<file path="src/rtl/regfile_write_arbiter_if.sv">
// regfile_write_arbiter_if: bundle of the two requester handshakes, the register file write port and the hazard query
// Ports (as signals): req0/req1 valid, ready, addr, data; we, a2, wd, grant; query_addr, query_hit.
// master = requester/register-file side, slave = arbiter side.
interface regfile_write_arbiter_if #(
    parameter int WIDTH = 8,
    parameter int ADDRESS_WIDTH = 8
);
    logic                     req0_valid;
    logic                     req0_ready;
    logic [ADDRESS_WIDTH-1:0] req0_addr;
    logic [WIDTH-1:0]         req0_data;
    logic                     req1_valid;
    logic                     req1_ready;
    logic [ADDRESS_WIDTH-1:0] req1_addr;
    logic [WIDTH-1:0]         req1_data;
    logic                     we;
    logic [ADDRESS_WIDTH-1:0] a2;
    logic [WIDTH-1:0]         wd;
    logic                     grant;
    logic [ADDRESS_WIDTH-1:0] query_addr;
    logic                     query_hit;

    modport master (
        output req0_valid, req0_addr, req0_data,
        output req1_valid, req1_addr, req1_data,
        output query_addr,
        input  req0_ready, req1_ready,
        input  we, a2, wd, grant,
        input  query_hit
    );

    modport slave (
        input  req0_valid, req0_addr, req0_data,
        input  req1_valid, req1_addr, req1_data,
        input  query_addr,
        output req0_ready, req1_ready,
        output we, a2, wd, grant,
        output query_hit
    );
endinterface

</file>
<file path="src/rtl/regfile_write_arbiter.sv">
// regfile_write_arbiter: two DEPTH-entry write queues drained round-robin into a single register file write port
// Ports: clock (rising edge), reset_n (async, active-low), bus (slave): req0/req1 valid/ready/addr/data in,
// we/a2/wd/grant write port out, query_addr in and query_hit out for the pending-write hazard lookup.
module regfile_write_arbiter #(
    parameter int WIDTH = 8,
    parameter int ADDRESS_WIDTH = 8,
    parameter int DEPTH = 2
) (
    input logic                   clock,
    input logic                   reset_n,
    regfile_write_arbiter_if.slave bus
);
    localparam int PW = $clog2(DEPTH);
    localparam logic [PW:0] FULL = (PW + 1)'(DEPTH);

    logic [ADDRESS_WIDTH-1:0] q_addr [2][DEPTH];
    logic [WIDTH-1:0]         q_data [2][DEPTH];
    logic [PW-1:0]            rp [2];
    logic [PW-1:0]            wp [2];
    logic [PW:0]              cnt [2];
    logic                     rr;
    logic [ADDRESS_WIDTH-1:0] in_addr [2];
    logic [WIDTH-1:0]         in_data [2];
    logic [1:0]               valid, ready, hv, push, pop;
    logic                     sel, hit;

    assign valid      = {bus.req1_valid, bus.req0_valid};
    assign in_addr[0] = bus.req0_addr;
    assign in_addr[1] = bus.req1_addr;
    assign in_data[0] = bus.req0_data;
    assign in_data[1] = bus.req1_data;

    // Writes to register 0 complete the handshake but are dropped, since r0 is hardwired zero.
    always_comb begin
        ready = '0;
        hv    = '0;
        push  = '0;
        for (int i = 0; i < 2; i++) begin
            ready[i] = cnt[i] != FULL;
            hv[i]    = cnt[i] != '0;
            push[i]  = valid[i] & ready[i] & (|in_addr[i]);
        end
        sel = (hv[0] & hv[1]) ? rr : hv[1];
        pop = (|hv) ? (sel ? 2'b10 : 2'b01) : 2'b00;
    end

    assign bus.req0_ready = ready[0];
    assign bus.req1_ready = ready[1];
    assign bus.we         = |hv;
    assign bus.grant      = sel;
    assign bus.a2         = (|hv) ? q_addr[sel][rp[sel]] : '0;
    assign bus.wd         = (|hv) ? q_data[sel][rp[sel]] : '0;

    // An entry is live when its distance from the read pointer (mod DEPTH) is below the count.
    always_comb begin
        hit = 1'b0;
        for (int i = 0; i < 2; i++)
            for (int j = 0; j < DEPTH; j++)
                hit = hit | ((|bus.query_addr) & ({1'b0, PW'(j) - rp[i]} < cnt[i])
                      & (q_addr[i][j] == bus.query_addr));
    end

    assign bus.query_hit = hit;

    always_ff @(posedge clock) begin
        for (int i = 0; i < 2; i++)
            if (push[i]) begin
                q_addr[i][wp[i]] <= in_addr[i];
                q_data[i][wp[i]] <= in_data[i];
            end
    end

    always_ff @(posedge clock or negedge reset_n) begin
        if (!reset_n) begin
            for (int i = 0; i < 2; i++) begin
                rp[i]  <= '0;
                wp[i]  <= '0;
                cnt[i] <= '0;
            end
            rr <= 1'b0;
        end else begin
            for (int i = 0; i < 2; i++) begin
                if (push[i]) wp[i] <= wp[i] + 1'b1;
                if (pop[i]) rp[i] <= rp[i] + 1'b1;
                cnt[i] <= cnt[i] + (PW + 1)'(push[i]) - (PW + 1)'(pop[i]);
            end
            if (|hv) rr <= ~sel;
        end
    end
endmodule

</file>
<file path="src/flat_wrapper.sv">
// flat-port wrapper written by rule: the top's interface ports become plain ports
module regfile_write_arbiter_flat 
#(
    parameter int WIDTH = 8,
    parameter int ADDRESS_WIDTH = 8,
    parameter int DEPTH = 2
)
  (clock, reset_n, bus_req0_valid, bus_req0_addr, bus_req0_data, bus_req1_valid, bus_req1_addr, bus_req1_data, bus_query_addr, bus_req0_ready, bus_req1_ready, bus_we, bus_a2, bus_wd, bus_grant, bus_query_hit);
  regfile_write_arbiter_if #(.WIDTH(WIDTH), .ADDRESS_WIDTH(ADDRESS_WIDTH)) bus_i ();
  input logic clock;
  input logic reset_n;
  input wire logic [$bits(bus_i.req0_valid)-1:0] bus_req0_valid;
  input wire logic [$bits(bus_i.req0_addr)-1:0] bus_req0_addr;
  input wire logic [$bits(bus_i.req0_data)-1:0] bus_req0_data;
  input wire logic [$bits(bus_i.req1_valid)-1:0] bus_req1_valid;
  input wire logic [$bits(bus_i.req1_addr)-1:0] bus_req1_addr;
  input wire logic [$bits(bus_i.req1_data)-1:0] bus_req1_data;
  input wire logic [$bits(bus_i.query_addr)-1:0] bus_query_addr;
  output wire logic [$bits(bus_i.req0_ready)-1:0] bus_req0_ready;
  output wire logic [$bits(bus_i.req1_ready)-1:0] bus_req1_ready;
  output wire logic [$bits(bus_i.we)-1:0] bus_we;
  output wire logic [$bits(bus_i.a2)-1:0] bus_a2;
  output wire logic [$bits(bus_i.wd)-1:0] bus_wd;
  output wire logic [$bits(bus_i.grant)-1:0] bus_grant;
  output wire logic [$bits(bus_i.query_hit)-1:0] bus_query_hit;
  assign bus_i.req0_valid = bus_req0_valid;
  assign bus_i.req0_addr = bus_req0_addr;
  assign bus_i.req0_data = bus_req0_data;
  assign bus_i.req1_valid = bus_req1_valid;
  assign bus_i.req1_addr = bus_req1_addr;
  assign bus_i.req1_data = bus_req1_data;
  assign bus_i.query_addr = bus_query_addr;
  assign bus_req0_ready = bus_i.req0_ready;
  assign bus_req1_ready = bus_i.req1_ready;
  assign bus_we = bus_i.we;
  assign bus_a2 = bus_i.a2;
  assign bus_wd = bus_i.wd;
  assign bus_grant = bus_i.grant;
  assign bus_query_hit = bus_i.query_hit;
  regfile_write_arbiter #(.WIDTH(WIDTH), .ADDRESS_WIDTH(ADDRESS_WIDTH), .DEPTH(DEPTH)) u_core (.clock(clock), .reset_n(reset_n), .bus(bus_i));
endmodule
</file>
<file path="config.mk">
export PLATFORM = sky130hd
export DESIGN_NAME = regfile_write_arbiter_flat
export DESIGN_NICKNAME = d
export VERILOG_FILES = /design/src/rtl/regfile_write_arbiter_if.sv /design/src/rtl/regfile_write_arbiter.sv /design/src/flat_wrapper.sv
export SDC_FILE = /design/constraint.sdc
export NUM_CORES = 1
export LEC_CHECK = 0
export BUFFER_PORTS_ARGS = -buffer_cell sky130_fd_sc_hd__buf_4
export CORE_MARGIN = 1.5
export CORE_UTILIZATION = 36
export CTS_BUF_LIST = sky130_fd_sc_hd__clkbuf_8 sky130_fd_sc_hd__clkbuf_16
export CTS_CLUSTER_DIAMETER = 50
export DETAILED_ROUTE_END_ITERATION = 8
export MAX_ROUTING_LAYER = met4
export SLEW_MARGIN = 20
export SYNTH_ARGS = -nofsm -noshare
export SYNTH_HDL_FRONTEND = slang
export SYNTH_SLANG_ARGS = --single-unit
</file>
<file path="constraint.sdc">
create_clock -name clock -period 4.21 [get_ports clock]
set_input_delay 0.2105 -clock clock [delete_from_list [all_inputs] [get_ports clock]]
set_output_delay 0.2105 -clock clock [all_outputs]
set_load 0.05 [all_outputs]
</file>
==> results of run 1 <==
==> how the worst max path moves through the flow <==
stage                endpoint  slack (ns)           from  depth (start not counted)
finish              bus_a2[3]        1.35  u_core.cnt[3]                          7
global route        bus_a2[2]        1.19  u_core.cnt[3]                          7
CTS                 bus_wd[4]        1.33  u_core.cnt[3]                          6
detailed placement  bus_wd[4]        1.72  u_core.cnt[3]                          6
global placement    bus_wd[4]        1.75  u_core.cnt[3]                          6
floorplan           bus_wd[4]        0.88  u_core.cnt[3]                          8
==> per-layer routing <==
metal / track usage [%] / wire length [microns] / part of all wire, % / vias up
met3: 5.27 / 511 / 6.7 / 15
met1: 22.3 / 3570 / 47 / 1033
met2: 24.1 / 3390 / 44 / 73
met4: 6.07 / 159 / 2.1 / 0
met5: - / 0 / 0 / -
li1: - / - / - / 1036
==> critical path: cells and delay by family, from the launching register on <==
kind                   cells  cell delay, ns
flip-flops                 1            0.51
AND/OR/NAND/NOR            2            0.62
AO/OA/AOI/OAI              3            0.70
buffers and inverters      2            0.48
==> through the flow <==
stage	setup WS (ns)	utilization, %	hold slack [ns]	cell area [sq um]
detailed placement	1.72	43.0	0.0428	3930
finish	1.35	45.3	0.0384	4140
CTS	1.33	45.3	0.0194	4140
floorplan	0.881	-	-0.0851	3360
global placement	1.75	43.0	0.0442	3930
global route	1.19	45.3	0.0179	4140
==> layout by cell type, fill, tap and decap left out, types with 7 or more instances in the layout <==
master and n:
xnor2_1 32, a221oi_1 13, nor4_1 8, clkbuf_8 9
buf_4 68, mux2i_1 16, inv_1 8, dfrtp_1 9
xor2_1 7, nand2_1 7, a211oi_1 13, edfxtp_1 64
nor3_1 9
==> flip-flops by register name, indices dropped and copies added, names as in the netlist <==
register,flops
u_core.cnt,4
u_core.q_addr,32
u_core.q_data,32
u_core.rp,2
u_core.rr,1
u_core.wp,2
==> layout make-up <==
cell class / instances / area [sq um]
Clock buffer: 9 / 124
Clock inverter: 7 / 77.6
Fill cell: 821 / 5010
Inverter: 9 / 33.8
Multi-Input combinational cell: 140 / 1100
Sequential cell: 73 / 2150
Tap cell: 111 / 139
Timing Repair Buffer: 69 / 520
==> logic make-up (layout without fill, tap and decap cells) <==
family          after synthesis  count (layout)
compound gates               37              37
xor+xnor                     39              39
fa+ha+maj                     4               4
buf+inv                      28              94
flops                        73              73
mux                          17              17
simple gates                 43              43
==> summary.md, run 1 <==
| Metric | Value |
|---|---|
| Outcome | complete, no violations |
| Post-CTS setup buffer count | 0 |
| Element type at the critical path start | register |
| Residual DRC | 0 |
| Final count of hold timing violations | 0 |
| Post-detailed-routing wire length | 7630 microns |
| Parity-gate share of the synthesized area counting xor and xnor cells | approximately 10% |
| Biggest area consumer among synthesized cells | edfxtp_1 |
| Launch instance of the worst register-to-register path | u_core.cnt[3] |
| Initial DRT Pass Iterations | 4 |
| CTS H-tree lvls | 3 |
| Final worst clock skew | around 0.011 ns |
| Worst-case clock buffer depth | 2 |
| Tightest Pin Transition | roughly 0.86 ns |
| Share of the synthesized area in the top cell type | 57.1% |
| Post-synthesis to final-layout area growth | 23.2% |
| YS warnings | 0 |
| Endpoint, Worst Hold | u_core.q_data[1][3] |
| Area of the die | 9930 sq um |
| Proportion of synthesized flip-flops having asynchronous set or reset | approximately an eighth |
| Class of the worst hold path | input port to register |
| Root Buffer Master | clkbuf_8 |
| Final slew viol count | 0 |
| Worst slew margin relative to its limit | 42.5% |
| Detailed Route Iter0 Violations | 65 |
| Final cell count without fillers | ~420 |
| Via count | around 2200 |
| TritonCTS clock tree | built |
| Clk sink count | 73 |
| Clock insertion delay at the later pin of the skew report | roughly 0.35 ns |
| Required @ worst endpoint | ~4.0 ns |
| Gp weighted congestion | approximately 0.84 |
| Post-Synth Adder-Cell Area | ~1.5% |
| I/O pin count | 65 |
| Quantity of I/O buffers inserted on ports | 64 |
| Worst-path clk slew | approximately 0.080 ns |
| Maximum clock frequency | 349 MHz |
| Post-synth EDFFs | 64 |
| Post-cts repair resize count | 0 |
| RSZ-0062 raised after global routing | false |
| Wire length per cell after detailed routing | 18.2 microns |
| Leading post-synthesis cells by instance count | 64 x edfxtp_1, 32 x xnor2_1, 16 x mux2i_1, 13 x a211oi_1, 13 x a221oi_1 |
| Endpoint class of the critical path | output pin |
| Post-Synth Simple-Gate Area | approximately 6.8% |
| Flip-flop and latch count after synthesis | 73 |
| Worst Hold Depth | 1 |
| Largest stage delay on the critical path | 0.52 ns |
| Count of mapped cells out of synthesis | approximately 240 |
| Crit path DAT | 2.65 ns |
| Global-route wire length before repair | ~12000 microns |
| Setup CP Type | register to output pin |
| Mapped Area | about 3400 sq um |
| Die Span Y | around 100 microns |
| HPWL reported at the end of detailed placement | 5210 microns |
| Final setup vio count | 0 |
| Most frequent cell after synthesis | edfxtp_1 |
| Post-synthesis cell type count | 31 |
| Row Count | 35 |
| Max-cap viol count | 0 |
| Share of synthesized area occupied by flip-flops and latches | 63.8% |
| Number of global-route vias before repair | about 2200 |
| Final antenna diode count | 0 |
| Mux cell area share after synthesis | under 10% |
| Global route overflow | 0 |
| R2r endpoint | u_core.cnt[1] |
| Routed Antenna Nets | 0 |
| Number of instances in the placed design | roughly 400 |
| Core Footprint | ~9200 sq um |
| Depth of the most critical reg-to-reg path | 9 |
| Cells along the critical path | nor2_1, o22ai_2, inv_2, nand2b_1, a221oi_1, a211oi_1, buf_4 |
| Largest net degree at the start of global routing | 30 |
| Flop2flop setup slack | 2.05 ns |
| Main synth FF type | edfxtp_1 |
| Shortest clock period the worst path allows after layout | 2.86 ns |
| Die span in x | 99.7 microns |
| Period Utilization, post-route | ~68% |
| Fin Setup TNS | 0 ns |
| Avg Inst Size Synth | about 14 sq um |
| Dominant combinational cell family by area after synthesis | XOR/XNOR gates |
| Initial cell density of the core | about 37% |
| Launch instance of the worst min-delay path | bus_req1_data[3] |
| Initial antenna violation count | 0 |
| Maximum fanout along the worst path | 21 |
| DR vias/cell | about 5.2 |
| Ratio of cells with drive above 1 in the final layout | 28.7% |
| Critical-path top delay cell | nand2b_1 |
| Count of hold-fix buffers inserted at cts | 1 |
| Area fraction in compound gates after synthesis | under 10% |
| Total CTS buffers | 9 |
| Synthesized Nets | around 290 |
| Ranking of synthesized cells by area | edfxtp_1 57%, xnor2_1 8.3%, dfrtp_1 6.7% |
| Total routing usage reported by global routing | 16.7% |
| Number of nets in the layout | 350 |
Power of run 1 is left out: the tool's default activity adds up to more than one toggle a clock period on the data nets, which glitch-free logic cannot reach.
==> run 2: changes to the inputs <==
==> constraint.sdc (replaced) <==
create_clock -name clock -period 2.3 [get_ports clock]
set_input_delay 0.115 -clock clock [delete_from_list [all_inputs] [get_ports clock]]
set_output_delay 0.115 -clock clock [all_outputs]
set_load 0.05 [all_outputs]
==> summary.md, run 2 (synthesized netlist as in run 1, its figures left out) <==
| Metric | Value |
|---|---|
| Outcome | complete, no violations (unchanged) |
| Critical path startpoint | u_core.cnt[0] (was u_core.cnt[3]) |
| Cell count along the critical path | 6 (was 7) |
| Crit path DAT | 2.17 ns (was 2.65 ns) |
| Initial antenna violation count | 0 (unchanged) |
| RSZ-0062 raised after global routing | true (was false) |
| Total CTS buffers | 9 (unchanged) |
| Residual DRC | 0 (unchanged) |
| Global-route wire length before repair | 13100 microns (was 11800 microns) |
| Maximum clock frequency | 438 MHz |
| Die span in x | 99.7 microns (unchanged) |
| Buffer and inverter count on the worst path | 3 (was 2) |
| Worst slew margin relative to its limit | 41.3% (was 42.5%) |
| Max-cap viol count | 0 (unchanged) |
| Clk sink count | 73 (unchanged) |
| Area of the die | 9930 sq um (unchanged) |
| Shortest clock period the worst path allows after layout | roughly 2.3 ns |
| Detailed Route Iter0 Violations | 124 (was 65) |
| Final worst clock skew | 0.00510 ns (was 0.0111 ns) |
| Tightest Pin Transition | 0.880 ns (was 0.862 ns) |
| Cells along the critical path | o22ai_4, inv_4, mux2_4, buf_4, a211oi_2, buf_6 (was nor2_1, o22ai_2, inv_2, nand2b_1, a221oi_1, a211oi_1, buf_4) |
| Class of the worst hold path | input port to register (unchanged) |
| Number of nets in the layout | 395 (was 350) |
| Final antenna diode count | 0 (unchanged) |
| Root Buffer Master | clkbuf_8 (unchanged) |
| Clock insertion delay at the later pin of the skew report | 0.35 ns (about the same) |
| Total routing usage reported by global routing | 18.6% (was 16.7%) |
| Worst-path clk slew | 0.08 ns (about the same) |
| Quantity of I/O buffers inserted on ports | 64 (unchanged) |
| Endpoint class of the critical path | output pin (unchanged) |
| TritonCTS clock tree | built (unchanged) |
| Period Utilization, post-route | 99.2% |
| Core Footprint | 9150 sq um (unchanged) |
| Via count | 2434 (was 2157) |
| Initial DRT Pass Iterations | 4 (unchanged) |
| R2r endpoint | u_core.cnt[3] (was u_core.cnt[1]) |
| CTS H-tree lvls | 3 (unchanged) |
| Wire length per cell after detailed routing | 19.3 microns (was 18.2 microns) |
| Largest stage delay on the critical path | 0.46 ns (was 0.52 ns) |
| Die Span Y | 99.7 microns (unchanged) |
| Ratio of cells with drive above 1 in the final layout | 34.9% (was 28.7%) |
| Required @ worst endpoint | 2.18 ns (was 4.00 ns) |
| Storage element area | 2150 sq um (about the same) |
| Depth of the most critical reg-to-reg path | 10 (was 9) |
| Initial cell density of the core | 36.7% (unchanged) |
| Top library cells by usage in the layout, fill and taps aside | 70 x buf_4, 64 x edfxtp_1, 33 x dlygate4sd3_1, 32 x xnor2_1, 16 x mux2i_1 (was 68 x buf_4, 64 x edfxtp_1, 32 x xnor2_1, 16 x mux2i_1) |
| DR vias/cell | 5.26 (was 5.16) |
| Largest net degree at the start of global routing | 22 (was 30) |
| Setup CP Type | register to output pin (unchanged) |
| Row Count | 35 (unchanged) |
| HPWL reported at the end of detailed placement | 5570 microns (was 5210 microns) |
| I/O pin count | 65 (unchanged) |
| Last element of the critical path | bus_wd[2] (was bus_a2[3]) |
| Post-synthesis to final-layout area growth | 41.0% (was 23.2%) |
| Flop2flop setup slack | 0.30 ns (was 2.05 ns) |
| Placed Instance Area | 4030 sq um (was 3930 sq um) |
| Routed Antenna Nets | 0 (unchanged) |
| Crit path max-delay family | buffers and inverters (was compound AO/OA/AOI/OAI gates) |
| Final count of hold timing violations | 0 (unchanged) |
| Final slew viol count | 0 (unchanged) |
| Final setup vio count | 0 (unchanged) |
| Critical-path top delay cell | dfrtp_2 (was nand2b_1) |
| Element type at the critical path start | register (unchanged) |
| Number of inserted filler cells in the final layout | 778 (was 821) |
| Global route overflow | 0 (unchanged) |
| Launch instance of the worst register-to-register path | u_core.cnt[2] (was u_core.cnt[3]) |
| Maximum fanout along the worst path | 7 (was 21) |
| Most common cell after layout, fill and taps aside | buf_4 (unchanged) |
| Number of global-route vias before repair | 2457 (was 2211) |
| Post-detailed-routing wire length | 8920 microns (was 7630 microns) |
| Final hold slack | 0.0873 ns (was 0.0384 ns) |
| Worst-case clock buffer depth | 2 (unchanged) |
| Gp weighted congestion | 0.775 (was 0.841) |
| Final std cell area, no fill | 4740 sq um (was 4140 sq um) |
| Multi-input combinational cell area | 1280 sq um (was 1100 sq um) |
==> run 2: timing repair <==
item,CTS,global route
hold buffers,33,0
cloned,1,2
hold endpoints to repair,73,0
setup buffers,1,2
pin swaps,0,0
resized for setup,6,23
endpoints found under the setup margin,15,15
==> run 2: worst register-to-register path, cell delays in order (launching register included) <==
cell	delay, ns
dfrtp_1	0.42
nor2_2	0.15
o22ai_4	0.11
inv_4	0.13
buf_4	0.22
nor2_1	0.09
ha_1	0.29
inv_1	0.04
ha_1	0.19
xnor2_1	0.16
xnor2_1	0.13
==> run 2: worst min-delay path by stage <==
stage,from,endpoint,cells past startpoint
after floorplan,reset_n,u_core.cnt[0],0
after global placement,reset_n,u_core.wp[1],1
after detailed placement,reset_n,u_core.wp[1],1
after CTS,bus_req1_valid,u_core.wp[0],3
after global routing,bus_req0_valid,u_core.wp[1],3
final,bus_req1_valid,u_core.wp[0],3
==> run 2: cell type report <==
type                    count  share of cell area (%)
well taps                 111                    2.93
multi-input cells         143                    27.1
repair buffers            111                    20.0
clock inverters             7                    1.29
flip-flops and latches     73                    45.3
clock buffers               9                    2.61
inverters                   9                   0.765
==> run 2: per-stage QoR <==
stage / instances / TNS [ns] / worst slack (ns) / util (%)
floorplan: 241 / -3.09 / -0.405 / -
global placement: 408 / 0 / 0.281 / 44.0
detailed placement: 408 / 0 / 0.227 / 44.0
CTS: 459 / -0.0134 / -0.0126 / 50.2
global route: 463 / -0.198 / -0.0431 / 51.8
finish: 463 / 0 / 0.0194 / 51.8
==> run 2: layer usage <==
layer / wire (microns) / vias up / track usage (%)
met2: 4460 / 84 / 30.6
li1: - / 1132 / -
met1: 3890 / 1207 / 23.0
met3: 451 / 11 / 3.87
met4: 127 / 0 / 6.39
met5: 0 / - / -
Power of run 2 is left out for the same reason.
